==> src/rtl/lc3_reg_file.sv <==
// LC-3 architectural register file (R0..R7) with N/Z/P condition-code flags.
// Reads are combinational with no write-through; writes and CC updates happen on the rising clock edge.
module lc3_reg_file #(
  parameter int unsigned WIDTH = 16,
  parameter int unsigned NREGS = 8
) (
  input  logic             clk,
  input  logic             rst,
  input  logic [WIDTH-1:0] bus,
  input  logic [15:0]      ir,
  input  logic             ld_reg,
  input  logic             ld_cc,
  input  logic [1:0]       dr_mux,
  input  logic [1:0]       sr1_mux,
  output logic [WIDTH-1:0] sr1_out,
  output logic [WIDTH-1:0] sr2_out,
  output logic             n,
  output logic             z,
  output logic             p
);

  localparam int unsigned SelW = $clog2(NREGS);

  logic [WIDTH-1:0] regs_q [NREGS];
  logic [WIDTH-1:0] regs_d [NREGS];
  logic [2:0]       nzp_q, nzp_d;

  logic [SelW-1:0]  dest;
  logic             dest_vld;
  logic [SelW-1:0]  sr1_sel;
  logic [SelW-1:0]  sr2_sel;

  // Destination decode; dr_mux=3 is reserved and suppresses the write.
  always_comb begin
    dest     = '0;
    dest_vld = 1'b1;
    unique case (dr_mux)
      2'd0: dest = SelW'(ir[11:9]);
      2'd1: dest = SelW'(NREGS - 1);
      2'd2: dest = SelW'(NREGS - 2);
      default: begin
        dest     = '0;
        dest_vld = 1'b0;
      end
    endcase
  end

  // SR1 decode; the reserved encoding reads R0.
  always_comb begin
    sr1_sel = '0;
    unique case (sr1_mux)
      2'd0:    sr1_sel = SelW'(ir[11:9]);
      2'd1:    sr1_sel = SelW'(ir[8:6]);
      2'd2:    sr1_sel = SelW'(NREGS - 2);
      default: sr1_sel = '0;
    endcase
  end

  assign sr2_sel = SelW'(ir[2:0]);

  always_comb begin
    for (int i = 0; i < NREGS; i++) begin
      regs_d[i] = regs_q[i];
    end
    if (ld_reg && dest_vld) begin
      regs_d[dest] = bus;
    end
  end

  always_comb begin
    nzp_d = nzp_q;
    if (ld_cc) begin
      nzp_d[2] = bus[WIDTH-1];
      nzp_d[1] = (bus == '0);
      nzp_d[0] = !bus[WIDTH-1] && (bus != '0);
    end
  end

  always_ff @(posedge clk) begin
    if (rst) begin
      for (int i = 0; i < NREGS; i++) begin
        regs_q[i] <= '0;
      end
      nzp_q <= 3'b010;
    end else begin
      for (int i = 0; i < NREGS; i++) begin
        regs_q[i] <= regs_d[i];
      end
      nzp_q <= nzp_d;
    end
  end

  assign sr1_out = regs_q[sr1_sel];
  assign sr2_out = regs_q[sr2_sel];
  assign n       = nzp_q[2];
  assign z       = nzp_q[1];
  assign p       = nzp_q[0];

endmodule

==> config.mk <==
export PLATFORM = sky130hd
export DESIGN_NAME = lc3_reg_file
export DESIGN_NICKNAME = d
export VERILOG_FILES = /design/src/rtl/lc3_reg_file.sv
export SDC_FILE = /design/constraint.sdc
export NUM_CORES = 1
export LEC_CHECK = 0
export CAP_MARGIN = 25
export CORE_MARGIN = 3
export CORE_UTILIZATION = 41
export DETAILED_ROUTE_END_ITERATION = 8
export GPL_TIMING_DRIVEN = 0
export HOLD_SLACK_MARGIN = 0.06
export PLACE_DENSITY = 0.62
export SLEW_MARGIN = 20
export SYNTH_ARGS = -nofsm -noshare
export SYNTH_HDL_FRONTEND = slang
export SYNTH_SLANG_ARGS = --single-unit
==> constraint.sdc <==
create_clock -name clk -period 4.5 [get_ports clk]
set_input_delay 1.35 -clock clk [delete_from_list [all_inputs] [get_ports clk]]
set_output_delay 1.35 -clock clk [all_outputs]
set_load 0.02 [all_outputs]
==> impl_metrics.ini <==
[status]
status = finished clean

[cells_and_area]
final_common_cell = a21oi_1
nFillCells = 1641
drive_gt1_share_pct = 22.94
num_antenna_cells = 0
final_cell_mix = a21oi_1 (163), dfxtp_1 (131), o21ai_0 (128), nand3_1 (82), clkbuf_1 (53)
nNetsFinal = 1001
syn2layout_area_growth_pct = 26.41
fin_cells = 1197

[yosys]
syn_avg_cell_area_um2 = 8.440
ys_seq_elements = 131
synth-async-reset-ratio_pct = 0
synth_nets = 925
synth_edf_count = 0
synthCells = 883
synth_flop_cell = dfxtp_1
yosysWarnings = 0
yosysSeqAreaShare_pct = 35.19
synth.distinct_cells = 49
netlist_area_um2 = 7452

[grt]
grt_pass1_wl_um = 44700
grt_start_max_net_pins = 17
antenna_found_initial = 0
overflow = 0
grt_pass1_vias = 7351
grt_use_total_pct = 29.42

[power]
powerDensity_nw_per_um2 = 337.5
ir_drop_v = 0.0002323
power_mw = 3.179
power_leakage_nw = 3.496

[die]
core_um2 = 17540
initial_core_util_pct = 42.49
row_count = 48
io_pins = 75
die_y_um = 140.8
chipWidth_um = 140.8
die-area_um2 = 19830

[worst_setup_path]
critPathLaunchType = input port
worstPathRequired_ps = 3150
critPathKind = in2out
reg2reg_from = nzp_q[1]
arrival_ps = 3120
crit_start = ir[8]
cp-end-kind = primary output
worst-path-max-fanout = 10

[routing]
num_vias = 7898
ant_nets = 0
first_pass_iters = 5
totalWireLength_um = 29890
vias_per_cell = 6.598
wl_per_cell_um = 24.97
route.detailed.drc = 0
drt_iter0_markers = 1257

[placed_design]
finalWeightedCongestion = 0.9776
port_buffers = 48
post-dp-hpwl_um = 21090
dp_slack_ps = -1330
placedCellCount = 1156

[hold_path]
hold_path.class = reg2reg
min-delay-start = nzp_q[0]

[clocking]
cts_tree = built
cts_sinks = 131
htreeDepth = 4
clock_latency_ps = 430
root_buffer = clkbuf_16
cts_max_path_buffers = 2
cts_buffers = 17
clk_pin_slew_ps = 60

[sta]
worst_pin_slew_ps = 721.4
skew_ps = 0
slew_headroom_pct = 51.91
fin_crit_ps = 4472
hold_viol_final = 0
setup_ws_ps = 28.15
fin_crit_sh_pct = 99.37
drv_slew = 0
clock.fmax_ghz = 0.2236
setup-violations-final = 0

[flow_run]
cap_violations = 0
[state kept, by name (all words and copies together), names as in the netlist]
| register | count |
|---|---|
| nzp_q | 3 |
| regs_q | 128 |
[power by group]
part	internal, mW	switching, mW
logic	0.203	0.374
clock network	0.876	0.521
registers	1.18	0.0215
[repair_timing]
item	in CTS	in global routing
buffers inserted	5	3
pin swaps	18	6
setup endpoints to repair	32	18
hold buffers	0	0
resized for setup	208	56
cloned	1	2
[routing by layer]
metal | global-route usage [%] | vias up | wire (um)
li1 | - | 3476 | -
met1 | 41.45 | 3781 | 12630
met2 | 43.20 | 552 | 12920
met3 | 6.649 | 89 | 3060
met4 | 12.95 | 0 | 1281
met5 | 0 | - | 0
[critical path, cell delays in order]
cell and delay, ps:
clkdlybuf4s15_1 280, or3b_4 420, a22o_4 300, buf_6 180
a211oi_1 300, nor4_2 110, buf_2 170
[cell type report]
| cell class | count | area (um2) | share of cell area (%) |
|---|---|---|---|
| Multi-Input combinational cell | 639 | 4687 | 49.75 |
| Sequential cell | 131 | 2623 | 27.84 |
| Buffer | 107 | 708.2 | 7.518 |
| Timing Repair Buffer | 59 | 520.5 | 5.525 |
| Clock buffer | 20 | 446.7 | 4.742 |
| Tap cell | 225 | 281.5 | 2.988 |
| Clock inverter | 12 | 137.6 | 1.461 |
| Inverter | 4 | 16.27 | 0.1727 |
[synthesized netlist by cell type, types with 2 or more instances]
cell | instances | share of area [%]
nor2b_1 | 2 | 0.17
buf_4 | 3 | 0.30
mux4_2 | 32 | 9.7
and3_1 | 33 | 2.8
a21oi_1 | 164 | 11
inv_1 | 3 | 0.15
buf_1 | 7 | 0.35
nand2_1 | 51 | 2.6
o211a_1 | 15 | 2.0
dfxtp_1 | 131 | 35
a211oi_1 | 32 | 3.2
a2111oi_4 | 3 | 1.1
nor4_1 | 20 | 1.7
o21ai_0 | 128 | 8.6
clkbuf_1 | 70 | 3.5
o21bai_1 | 3 | 0.30
mux2_2 | 16 | 2.4
a221oi_1 | 16 | 1.9
nand3_1 | 82 | 5.5
buf_6 | 2 | 0.30
clkbuf_8 | 10 | 1.8
nand2b_1 | 7 | 0.59
nor2_1 | 6 | 0.30
ha_1 | 2 | 0.34
nand3b_1 | 2 | 0.20
or2_2 | 4 | 0.34
buf_2 | 17 | 1.1
[cells by family (layout without fill, tap and decap cells)]
logic type	count (synthesis)	count (layout)	share of synthesized area (%)
AO/OA/AOI/OAI	371	371	29.20
adder cells (fa/ha/maj)	2	2	0.3357
flip-flops	131	131	35.19
buffers and inverters	113	202	7.673
AND/OR/NAND/NOR	217	217	15.38
multiplexers	49	49	12.22
[worst paths after layout]
| kind | end | slack [ps] | cells past startpoint |
|---|---|---|---|
| max | sr1_out[10] | 30 | 7 |
| min | nzp_q[0] | 470 | 2 |
| max reg2reg | nzp_q[1] | 3690 | 3 |
| min reg2reg | nzp_q[0] | 470 | 2 |
[metrics by stage]
step	setup TNS [ps]	instance area [um2]	util, %	hold WS [ps]
2_1_floorplan	0	7452	-	458.1
3_3_place_gp	-24240	8214	46.84	458.2
3_5_place_dp	-23640	8214	46.84	462.7
4_1_cts	-39.44	9203	52.48	470.9
5_1_grt	-30.20	9420	53.72	504.9
6_report	0	9420	53.72	472.0
Power figures use the tool's default switching activity.
